[config.mk]
export PLATFORM = sky130hd
export DESIGN_NAME = game_round_scheduler
export DESIGN_NICKNAME = d
export VERILOG_FILES = /design/src/rtl/game_round_scheduler.sv
export SDC_FILE = /design/constraint.sdc
export NUM_CORES = 1
export LEC_CHECK = 0
export CAP_MARGIN = 20
export CORE_ASPECT_RATIO = 1.2
export CORE_UTILIZATION = 55
export CTS_CLUSTER_DIAMETER = 80
export DETAILED_ROUTE_END_ITERATION = 7
export PLACE_DENSITY_LB_ADDON = 0.15
export RECOVER_POWER = 50
export SLEW_MARGIN = 20
export SYNTH_ARGS = -nofsm -noshare
export SYNTH_HDL_FRONTEND = slang
export SYNTH_SLANG_ARGS = --single-unit
[constraint.sdc]
create_clock -name clk -period 5.5 [get_ports clk]
set_clock_uncertainty 0.1 [all_clocks]
set_input_delay 0.825 -clock clk [delete_from_list [all_inputs] [get_ports clk]]
set_output_delay 0.825 -clock clk [all_outputs]
set_load 0.005 [all_outputs]
[src/rtl/game_round_scheduler.sv]
// Round sequencer for the counter game: replays queued {mode, load, value, len} commands onto the
// counter control bus, parks the counter between sessions and tallies WINNER/LOSER events.
module game_round_scheduler #(
  parameter int unsigned DEPTH      = 4,
  parameter int unsigned LEN_W      = 8,
  parameter logic [1:0]  PARK_VALUE = 2'b01
) (
  input  logic             clk,
  input  logic             rst_n,
  input  logic             cmd_valid,
  output logic             cmd_ready,
  input  logic [1:0]       cmd_mode,
  input  logic             cmd_load,
  input  logic [1:0]       cmd_value,
  input  logic [LEN_W-1:0] cmd_len,
  input  logic             start,
  input  logic             abort,
  output logic [1:0]       control,
  output logic             INIT,
  output logic [1:0]       load_value,
  input  logic             WINNER,
  input  logic             LOSER,
  input  logic             GAMEOVER,
  input  logic [1:0]       WHO,
  output logic             busy,
  output logic             done,
  output logic [1:0]       final_who,
  output logic [3:0]       win_events,
  output logic [3:0]       lose_events
);

  localparam int unsigned PTR_W = (DEPTH > 1) ? $clog2(DEPTH) : 1;
  localparam int unsigned ENT_W = 5 + LEN_W;

  localparam logic [1:0] StIdle = 2'd0;
  localparam logic [1:0] StLoad = 2'd1;
  localparam logic [1:0] StRun  = 2'd2;
  localparam logic [1:0] StDone = 2'd3;

  logic [1:0]       state_q, state_d;
  logic [1:0]       cur_mode_q, cur_mode_d;
  logic [1:0]       cur_value_q, cur_value_d;
  logic [LEN_W-1:0] cur_len_q, cur_len_d;
  logic [LEN_W-1:0] cnt_q, cnt_d;
  logic [3:0]       win_q, win_d;
  logic [3:0]       lose_q, lose_d;
  logic [1:0]       who_q, who_d;

  logic [ENT_W-1:0] mem_q [DEPTH];
  logic [PTR_W-1:0] wr_ptr_q, wr_ptr_d;
  logic [PTR_W-1:0] rd_ptr_q, rd_ptr_d;
  logic [PTR_W:0]   count_q, count_d;

  logic             full, empty, push, pop, flush;
  logic [ENT_W-1:0] head;
  logic [1:0]       head_mode, head_value;
  logic             head_load;
  logic [LEN_W-1:0] head_len, head_len_nz, cur_len_nz;

  assign full      = (count_q == (PTR_W+1)'(DEPTH));
  assign empty     = (count_q == '0);
  assign cmd_ready = ~full;
  // Readiness comes from the registered count, so a pop cannot free a slot for this cycle's push.
  assign push      = cmd_valid & ~full;

  assign head = mem_q[rd_ptr_q];
  assign {head_mode, head_load, head_value, head_len} = head;
  assign head_len_nz = (head_len == '0) ? LEN_W'(1) : head_len;
  assign cur_len_nz  = (cur_len_q == '0) ? LEN_W'(1) : cur_len_q;

  always_comb begin
    state_d     = state_q;
    cur_mode_d  = cur_mode_q;
    cur_value_d = cur_value_q;
    cur_len_d   = cur_len_q;
    cnt_d       = cnt_q;
    win_d       = win_q;
    lose_d      = lose_q;
    who_d       = who_q;
    pop         = 1'b0;
    flush       = 1'b0;

    if (state_q == StLoad || state_q == StRun) begin
      if (WINNER && win_q != 4'hF) win_d = win_q + 4'd1;
      if (LOSER && lose_q != 4'hF) lose_d = lose_q + 4'd1;
    end

    case (state_q)
      StIdle: begin
        if (start && !empty) begin
          pop    = 1'b1;
          win_d  = '0;
          lose_d = '0;
        end
      end
      StLoad: begin
        if (GAMEOVER) begin
          flush   = 1'b1;
          who_d   = WHO;
          state_d = StDone;
        end else if (abort) begin
          flush   = 1'b1;
          who_d   = 2'b00;
          state_d = StDone;
        end else begin
          cnt_d   = cur_len_nz;
          state_d = StRun;
        end
      end
      StRun: begin
        if (GAMEOVER) begin
          flush   = 1'b1;
          who_d   = WHO;
          state_d = StDone;
        end else if (abort) begin
          flush   = 1'b1;
          who_d   = 2'b00;
          state_d = StDone;
        end else begin
          cnt_d = cnt_q - LEN_W'(1);
          if (cnt_q == LEN_W'(1)) begin
            if (!empty) begin
              pop = 1'b1;
            end else begin
              who_d   = 2'b00;
              state_d = StDone;
            end
          end
        end
      end
      StDone:  state_d = StIdle;
      default: state_d = StIdle;
    endcase

    // Shared pop path: start from idle and back-to-back advance both land here.
    if (pop) begin
      cur_mode_d  = head_mode;
      cur_value_d = head_value;
      cur_len_d   = head_len;
      if (head_load) begin
        state_d = StLoad;
      end else begin
        state_d = StRun;
        cnt_d   = head_len_nz;
      end
    end
  end

  always_comb begin
    wr_ptr_d = wr_ptr_q;
    rd_ptr_d = rd_ptr_q;
    count_d  = count_q;
    if (flush) begin
      wr_ptr_d = '0;
      rd_ptr_d = '0;
      count_d  = '0;
    end else begin
      if (push) wr_ptr_d = wr_ptr_q + PTR_W'(1);
      if (pop)  rd_ptr_d = rd_ptr_q + PTR_W'(1);
      if (push && !pop) count_d = count_q + (PTR_W+1)'(1);
      else if (!push && pop) count_d = count_q - (PTR_W+1)'(1);
    end
  end

  always_ff @(posedge clk) begin
    if (push && !flush) mem_q[wr_ptr_q] <= {cmd_mode, cmd_load, cmd_value, cmd_len};
  end

  always_ff @(posedge clk) begin
    if (!rst_n) begin
      state_q     <= StIdle;
      cur_mode_q  <= '0;
      cur_value_q <= '0;
      cur_len_q   <= '0;
      cnt_q       <= '0;
      win_q       <= '0;
      lose_q      <= '0;
      who_q       <= '0;
      wr_ptr_q    <= '0;
      rd_ptr_q    <= '0;
      count_q     <= '0;
    end else begin
      state_q     <= state_d;
      cur_mode_q  <= cur_mode_d;
      cur_value_q <= cur_value_d;
      cur_len_q   <= cur_len_d;
      cnt_q       <= cnt_d;
      win_q       <= win_d;
      lose_q      <= lose_d;
      who_q       <= who_d;
      wr_ptr_q    <= wr_ptr_d;
      rd_ptr_q    <= rd_ptr_d;
      count_q     <= count_d;
    end
  end

  always_comb begin
    control    = 2'b00;
    INIT       = 1'b1;
    load_value = PARK_VALUE;
    busy       = 1'b0;
    done       = 1'b0;
    case (state_q)
      StLoad: begin
        control    = cur_mode_q;
        load_value = cur_value_q;
        busy       = 1'b1;
      end
      StRun: begin
        control    = cur_mode_q;
        INIT       = 1'b0;
        load_value = cur_value_q;
        busy       = 1'b1;
      end
      StDone:  done = 1'b1;
      default: ;
    endcase
  end

  assign final_who   = who_q;
  assign win_events  = win_q;
  assign lose_events = lose_q;

endmodule

Word-level counts from Yosys, hierarchy flattened
Memory sizes are Yosys's and may differ from the RTL's. A register that Yosys moved wholly into a read port is not among the register bits.
Index checks and enable logic that the tools add are counted.
Storage, ports and cells
  RAM bits: 52
  output and inout bits: 18
  memories kept: 1
  bits of input ports: 23
  register bits after elaboration: 39
  word-level logic and storage cells: 109
Operators by class
  $add $sub $neg: 7
  bitwise gates (word level): 3
  reductions and logical operators: 22
  equality and inequality tests: 12
  muxes and demuxes: 53
Memories
  mem_q: words 4, bits a word 13, rd ports 1, clocked after memory_dff 1, write ports 1, RTL line 49  | logic [ENT_W-1:0] mem_q [DEPTH];
Operator list (number)
  8-bit two-way mux: 8
  2-bit two-way mux: 16
  4-bit two-way mux: 8
  8-bit zero test: 2
  8-bit one-hot mux with 2 select lines: 1
  1-bit two-way mux: 15
  4-bit != test (second input constant): 3
  4-bit by 1-bit adder with 4-bit output (second input constant): 2
  8-bit by 1-bit == test with 1-bit output (second input constant): 1
  8-bit by 1-bit subtractor with 8-bit output (second input constant): 1
  1-bit logical AND: 6
  3-bit two-way mux: 2
  2-bit one-hot mux with 3 select lines: 1
  5-bit by 4-bit != test with 1-bit output (second input constant): 1
  5-bit != test (second input constant): 1
  2-bit by 1-bit adder with 2-bit output (second input constant): 2
  2-bit == test (second input constant): 2
  1-bit zero test: 4
  4-bit by 3-bit != test with 1-bit output (second input constant): 1
  2-bit one-hot mux with 2 select lines: 1
  4-bit AND reduction: 1
  2-bit nonzero test: 2
  4-bit nonzero test: 1
  2-bit OR reduction: 2
  other kinds (12): 13

Depth between registers and ports, before layout
Gate-level depths: netlist of the first run.
  depth after elaboration: 9
  mapped depth: 14
  mapped depth without buffers: 12

Least setup slack after synthesis of the first run
Ideal clock, no wire load.
  path kind: input port to flip-flop
  from: input port abort
  to: register count_q[2]
  required time: 5.328 ns
  setup time: 0.072 ns
  cell stages on the path: 13
  setup slack: 2.422 ns
  path buffers: 3
  arrival: 2.906 ns
  cell sequence: or2_2 > clkbuf_1 > o41ai_4 > and2_1 > buf_6 > inv_4 > buf_12 > ha_1 > inv_1 > fa_1 > xor2_1 > or3_1 > a21oi_1
On the way
  word-level cells in the longest chain between the ends: 6
  elaborated cells on any way between the ends: 12
  classes of those cells: 7 x mux; 5 x reduce/logical
RTL lines
  from (decl): RTL line 17  | input logic abort,
  1-bit two-way mux: RTL line 115  | end else if (abort) begin
  1-bit two-way mux: RTL line 111  | if (GAMEOVER) begin
  1-bit one-hot mux with 2 select lines: RTL line 88  | case (state_q)
  1-bit zero test: RTL line 160  | if (push && !pop) count_d = count_q + (PTR_W+1)'(1);
  1-bit logical AND: RTL line 160
  3-bit two-way mux or 2-bit nonzero test (tied branches)
  to (signal assigned): RTL line 193  | count_q <= count_d;
  to (decl): RTL line 52  | logic [PTR_W:0] count_q, count_d;
Several ways; a longest one is shown, not always the timed one.
A chain may end at the register's enable or synchronous reset.

Worst setup path in the final report of the first run
  from: register state_q[0]
  to: register count_q[2]
On the way
  word-level cells in the longest chain between the ends: 5
  elaborated cells on any way between the ends: 12
  classes of those cells: 2 x eq/ne; 3 x mux; 7 x reduce/logical
RTL lines
  from (decl): RTL line 40  | logic [1:0] state_q, state_d;
  from (signal assigned): RTL line 171  | state_q <= StIdle;
  from (signal assigned): RTL line 183  | state_q <= state_d;
  2-bit == test or 2-bit zero test (tied branches): RTL line 88
  1-bit one-hot mux with 2 select lines: RTL line 88
  1-bit zero test: RTL line 160
  1-bit logical AND: RTL line 160
  3-bit two-way mux or 2-bit nonzero test (tied branches)
Several ways; a longest one is shown, not always the timed one.

==> metrics, run 1 <==
RSZ-0062 raised after global routing false; Ys Warns 0; Syn Nets ~370; clk buf depth 2; ratio of total power to cell area ~450 mW/mm^2; hold buffer count at cts 0; 1st-iter DRT viols between 150 and 200; Reg2Reg Setup Slack 2.07 ns; vias in the first global route roughly 2600; Ports a little over 40; routed via count 2622; setup violators final 0; clk sinks 93; Die Y roughly 98 um; post-synth cell types 54; dpl cell area approximately 0.0047 sq mm; CTS clk-pin slew, worst paths ~0.1 ns; Slew headroom a little over a third; std cell rows 34; wire length on met1 between 3 and 4 mm; Area growth syn-to-layout 13.7%; number of nets in the layout ~400; fillcell total approximately 570; CP Cell Sequence inv_1 -> ha_1 -> clkinv_1 -> o41ai_1 -> and2_1 -> inv_4 -> ha_1 -> inv_1 -> fa_1 -> xor2_1 -> or3_1 -> a21oi_1; Post-synth top flop edfxtp_1; antenna-violating nets left 0; share of cells above drive strength 1 between 10% and 20%; setup slack at placement a little under 2 ns; vias per cell approximately 5.7; Pwr Total around 2.2 mW; Critical Path Stages 12; post-route cell area between 0.004 and 0.005 sq mm; gr usage total 21.5%; Post-synth ARST share 0%; full die area a little over 0.008 sq mm; final hold vios 0; Least-Margin Pin Slew roughly 0.94 ns; postcts setup bufs 0; PostCTS Resize Cnt 0; Synth Area per Inst approximately 13 sq um; worst-path fanout max 15; routed wire length roughly 7.7 mm; Worst setup EP type flop; highest routed layer met4; CP peak stage delay around 0.60 ns; Buf/Inv on CP 4; final setup margin just over 2 ns; Tmin final roughly 3.4 ns; H-tree Lvls 3; hold depth 2; ANT cells 0; Critical Setup Path Class flop to flop; post-DP HPWL 5.39 mm; Hold EP cur_mode_q[1]; maximum clock frequency 292 MHz; Hold Crit Class flop to flop; CTS Buf Count 9; slowest CP cell o41ai_1; FF-to-FF End count_q[2]; met3 WL about 230 um; R2R Path Start state_q[0]; Worst setup SP type flop; Worst EP arrival about 3.6 ns; LEAKAGE about 1.7 nW; register area share after synthesis a little under three fifths; first-pass GRT wire length 13.0 mm; port bufs 40; final setup TNS 0 ns; wire per inst between 15 and 20 um; clock root cell clkbuf_8; critical path required time 5.69 ns; clk_lat worst skew ~0.36 ns; max-slew violation count 0; First-pass DRT Iterations 4; total of max-cap violations 0; EDFF count, synth 52; Die X 82.1 um; Remaining DRCs 0; Placeable Area approximately 0.0074 sq mm; global route overflow 0; Final Cycle Share between 60% and 70%; initial antenna violation count 0; largest net degree at the start of global routing 27; GPL Wtd Cong ~0.88; CTS tree built; non-filler cells, final approximately 460; Min-Delay Startpoint cur_mode_q[1]; delay-heaviest family, CP adder cells; R2R depth 12; Initial Util between 50% and 60%; FF+latch count, synth 93; synthesized netlist cell count 329; Placed Cells about 450; met2 wire len 3.89 mm; Worst VDD drop roughly 0.31 mV; run status finished, final reports clean; mapped cell area 0.00424 sq mm
cell families (layout without fill, tap and decap cells):
| family | Yosys count | count (layout) | share of synthesized area (%) |
|---|---|---|---|
| buffers and inverters | 27 | 69 | 3.63 |
| AOI/OAI and AO/OA | 65 | 65 | 13.0 |
| DFF | 93 | 93 | 56.2 |
| adders and majority gates | 15 | 15 | 4.60 |
| and+or+nand+nor | 101 | 101 | 12.4 |
| xor gates and xnor gates | 11 | 11 | 2.27 |
| muxes | 17 | 17 | 7.88 |
synthesized netlist by cell type, types with 3 or more instances:
cell,instances,area (sq um)
a32oi_1,5,43.8
nand2b_1,3,18.8
edfxtp_1,52,1560
inv_1,10,37.5
o211a_1,5,50.1
a21boi_0,5,37.5
mux2i_1,3,30.0
mux4_2,13,293
and2_1,9,56.3
nor2_1,24,90.1
o211ai_1,5,37.5
a21boi_2,10,113
xor2_1,7,61.3
clkbuf_1,9,33.8
dfxtp_1,41,821
o21ai_0,9,45.0
nand3_1,6,30.0
nand2_2,19,119
or4_1,4,30.0
ha_1,14,175
xnor2_1,4,35.0
nor3_1,5,25.0
a21oi_1,7,35.0
nand2_1,20,75.1
cells in the final DEF, fill, tap and decap left out, types with 9 or more instances in the layout:
cell,count
nor2_1,24
a21boi_2,10
nand2_2,18
and2_1,9
ha_1,14
edfxtp_1,52
clkbuf_8,9
dlygate4sd3_1,26
o21ai_0,10
nand2_1,21
mux4_2,13
inv_1,10
dfxtp_1,41
clkdlybuf4s50_1,14
cell type report:
type	instances	area [sq um]	area share (%)
sequential	93	2380	49.4
multi-input combinational	209	1680	34.9
timing repair buffer	41	408	8.47
clock buffer	9	124	2.57
tap	90	113	2.34
clock inverter	7	62.6	1.30
inverter	12	47.5	0.987
worst register-to-register path, stage by stage (launching register included):
cell      delay, ns
dfxtp_1        0.37
inv_1          0.10
ha_1           0.45
clkinv_1       0.37
o41ai_1        0.60
and2_1         0.26
inv_4          0.12
ha_1           0.23
inv_1          0.07
fa_1           0.17
xor2_1         0.07
or3_1          0.31
a21oi_1        0.14
stage by stage:
step	util [%]	hold WS, ns
CTS	65.8	0.360
global placement	63.2	0.350
global route	65.5	0.384
floorplan	-	0.336
detailed placement	63.2	0.348
finish	65.5	0.357
worst max-delay path by stage:
stage,slack [ns],from,endpoint
2_1_floorplan,2.42,abort,count_q[2]
3_3_place_gp,2.04,GAMEOVER,count_q[2]
3_5_place_dp,1.96,GAMEOVER,count_q[2]
4_1_cts,2.20,state_q[0],count_q[2]
5_1_grt,1.74,state_q[0],count_q[2]
6_report,2.07,state_q[0],count_q[2]
state kept, by name, summed over array words and instances, names as in the netlist, named ones only:
signal       flops
cur_value_q      2
final_who        2
count_q          3
cnt_q            8
cur_mode_q       2
mem_q           52
wr_ptr_q         2
rd_ptr_q         2
cur_len_q        8
lose_events      4
state_q          2
win_events       4
layer usage:
layer	vias to the layer above	global-route usage, %
met5	-	0
met4	0	7.83
met3	11	3.27
met2	51	35.2
met1	1266	28.6
li1	1294	-
power by group:
part | leakage (nW) | internal (mW) | switching (mW)
clock | 0.0931 | 0.175 | 0.261
combinational | 0.806 | 0.332 | 0.430
sequential | 0.807 | 0.870 | 0.102
total | 1.71 | 1.38 | 0.793
Note: power is estimated with default switching activity, not from simulation.
==> run 2: changes to the inputs <==
==> constraint.sdc (replaced) <==
create_clock -name clk -period 3.2 [get_ports clk]
set_clock_uncertainty 0.1 [all_clocks]
set_input_delay 0.48 -clock clk [delete_from_list [all_inputs] [get_ports clk]]
set_output_delay 0.48 -clock clk [all_outputs]
set_load 0.005 [all_outputs]
==> run 2 against run 1 <==
Compared with the run above:
- count of clock-buffer cells in the layout is the same
- routed wire length grew 0.43%
- global-route usage down 0.38 points
- total power grew 78%
- largest cell class unchanged
- highest routed layer unchanged
==> metrics, run 2 (synthesis gave the netlist of run 1 again) <==
run status finished, final reports clean; CP Cell Sequence ha_1 -> or3b_2 -> o41ai_4 -> and2_0 -> inv_4 -> ha_1 -> inv_1 -> fa_1 -> xor2_1 -> or3_1 -> a21oi_1; R2R depth 11 (-1); Remaining DRCs 0 (unchanged); CTS Buf Count 9 (unchanged); vias per cell 5.76 (+1.3%); Die X 82.1 um (unchanged); CP Capture Point count_q[2]; post-DP HPWL 5.43 mm (+0.73%); slowest CP cell or3b_2; Die Y 98.2 um (unchanged); initial antenna violation count 0 (unchanged); max reg flops 52 (unchanged); std cell rows 34 (unchanged); clk buf depth 2 (unchanged); number of nets in the layout 416 (+3.0%); GPL Wtd Cong 0.894 (+1.4%); First-pass DRT Iterations 4 (unchanged); leading registers by flop count mem_q x52, cnt_q x8, cur_len_q x8; CTS tree built; most common cell after layout, fill and taps aside edfxtp_1; antenna-violating nets left 0 (unchanged); ANT cells 0 (unchanged); Worst EP arrival 3.07 ns (-0.54 ns); dpl cell area 0.00474 sq mm (+1.9%); global route overflow 0 (unchanged); ratio of total power to cell area 782 mW/mm^2 (+74%); Crit path top cell by count ha_1; first-pass GRT wire length 12.8 mm (-1.9%); Final Cycle Share 90.1% (+28 points); LEAKAGE 1.79 nW (+4.7%); 1st-iter DRT viols 175 (+8.0%); RSZ-0062 raised after global routing false; Worst Setup SP cnt_q[0]; worst-path fanout max 5 (-10); Worst setup EP type flop; clock root cell clkbuf_8; Least-Margin Pin Slew 0.912 ns (-0.0310 ns); routed via count 2724 (+3.9%); vias in the first global route 2726 (+3.1%); Worst setup SP type flop; port bufs 40 (unchanged); Min-Delay Startpoint cur_value_q[0]; Slew headroom 38.6% (+2.1 points); setup violators final 0 (unchanged); Hold Crit Class flop to flop; total of max-cap violations 0 (unchanged); PostCTS Resize Cnt 0 (unchanged); full die area 0.00806 sq mm (unchanged); routed wire length 7.70 mm (+0.43%); Placeable Area 0.00736 sq mm (unchanged); Area growth syn-to-layout 16.3%; CTS clk-pin slew, worst paths 0.10 ns (about the same); share of cells above drive strength 1 20.6% (+2.6 points); Reg2Reg Setup Slack 0.32 ns (-1.76 ns); FF-to-FF End count_q[2]; hold buffer count at cts 0 (unchanged); gr usage total 21.1% (-0.38 points); postcts setup bufs 0 (unchanged); max-slew violation count 0 (unchanged); clk sinks 93 (unchanged); R2R Path Start cnt_q[0]; clk_lat worst skew 0.36 ns (about the same); Ports 41 (unchanged); wire per inst 16.3 um (-2.1%); Initial Util 57.6% (unchanged); Critical Setup Path Class flop to flop; H-tree Lvls 3 (unchanged); critical path required time 3.39 ns (-2.30 ns); final hold vios 0 (unchanged); Tmin final 2.88 ns (-0.542 ns); post-route cell area 0.00493 sq mm (+2.3%); largest net degree at the start of global routing 26 (-3.7%); Biggest register mem_q; final hold slack 0.361 ns (+0.00355 ns); maximum clock frequency 347 MHz (+19%); CP peak stage delay 0.50 ns (-0.10 ns); Worst VDD drop 0.439 mV (+40%); most frequent cells in the layout 52 x edfxtp_1, 41 x dfxtp_1, 25 x dlygate4sd3_1; final setup TNS 0 ns (unchanged)
==> run 2: cell count changes in the layout (fill, tap and decap cells not counted), sizes merged <==
cell,change
bufinv,+1
dlygate4sd3,-1
clkdlybuf4s50,+1
clkinvlp,-1
buf,+12
inv,-2
clkinv,+2
==> run 2: cell type report <==
| class | count | area, sq um |
|---|---|---|
| Inverter | 12 | 47.5 |
| Fill cell | 567 | 2430 |
| Multi-Input combinational cell | 209 | 1680 |
| Clock inverter | 7 | 81.3 |
| Clock buffer | 9 | 124 |
| Sequential cell | 93 | 2380 |
| Tap cell | 90 | 113 |
| Timing Repair Buffer | 53 | 498 |
==> run 2: metal layers <==
layer	wire length [um]	GRT usage, %	vias to the layer above
li1	-	-	1321
met1	3350	26.7	1312
met5	0	0	-
met2	3910	35.9	75
met4	157	7.83	0
met3	276	3.08	16
==> run 2: how the worst min path moves through the flow <==
stage | slack, ns | depth (start not counted) | to
after floorplan | 0.34 | 2 | cur_value_q[0]
after global placement | 0.34 | 2 | cur_value_q[0]
after detailed placement | 0.35 | 2 | cur_value_q[0]
after CTS | 0.36 | 2 | cur_value_q[0]
after global routing | 0.38 | 2 | cur_value_q[0]
final | 0.36 | 2 | cur_value_q[0]
==> run 2: worst max-delay path, delay by kind of cell (launching register included) <==
kind | cells | cell delay [ns]
AOI/OAI and AO/OA | 2 | 0.50
xor gates and xnor gates | 1 | 0.07
adders and majority gates | 3 | 0.53
buffers and inverters | 2 | 0.12
DFF | 1 | 0.40
and+or+nand+nor | 3 | 1.07
==> run 2: metrics by stage <==
| step | std cells | power (mW) | worst slack, ns | util (%) |
|---|---|---|---|---|
| detailed placement | 457 | 3.11 | 0.151 | 64.5 |
| global placement | 457 | 3.07 | 0.235 | 64.5 |
| global route | 473 | 4.10 | 0.179 | 67.0 |
| finish | 473 | 3.85 | 0.316 | 67.0 |
| floorplan | 329 | 2.70 | 0.283 | - |
| CTS | 473 | 3.91 | 0.305 | 67.2 |
==> run 2: power breakdown <==
group	switching, mW	leakage, nW	internal (mW)
clock network	0.440	0.106	0.374
registers	0.165	0.807	1.49
logic	0.759	0.872	0.622
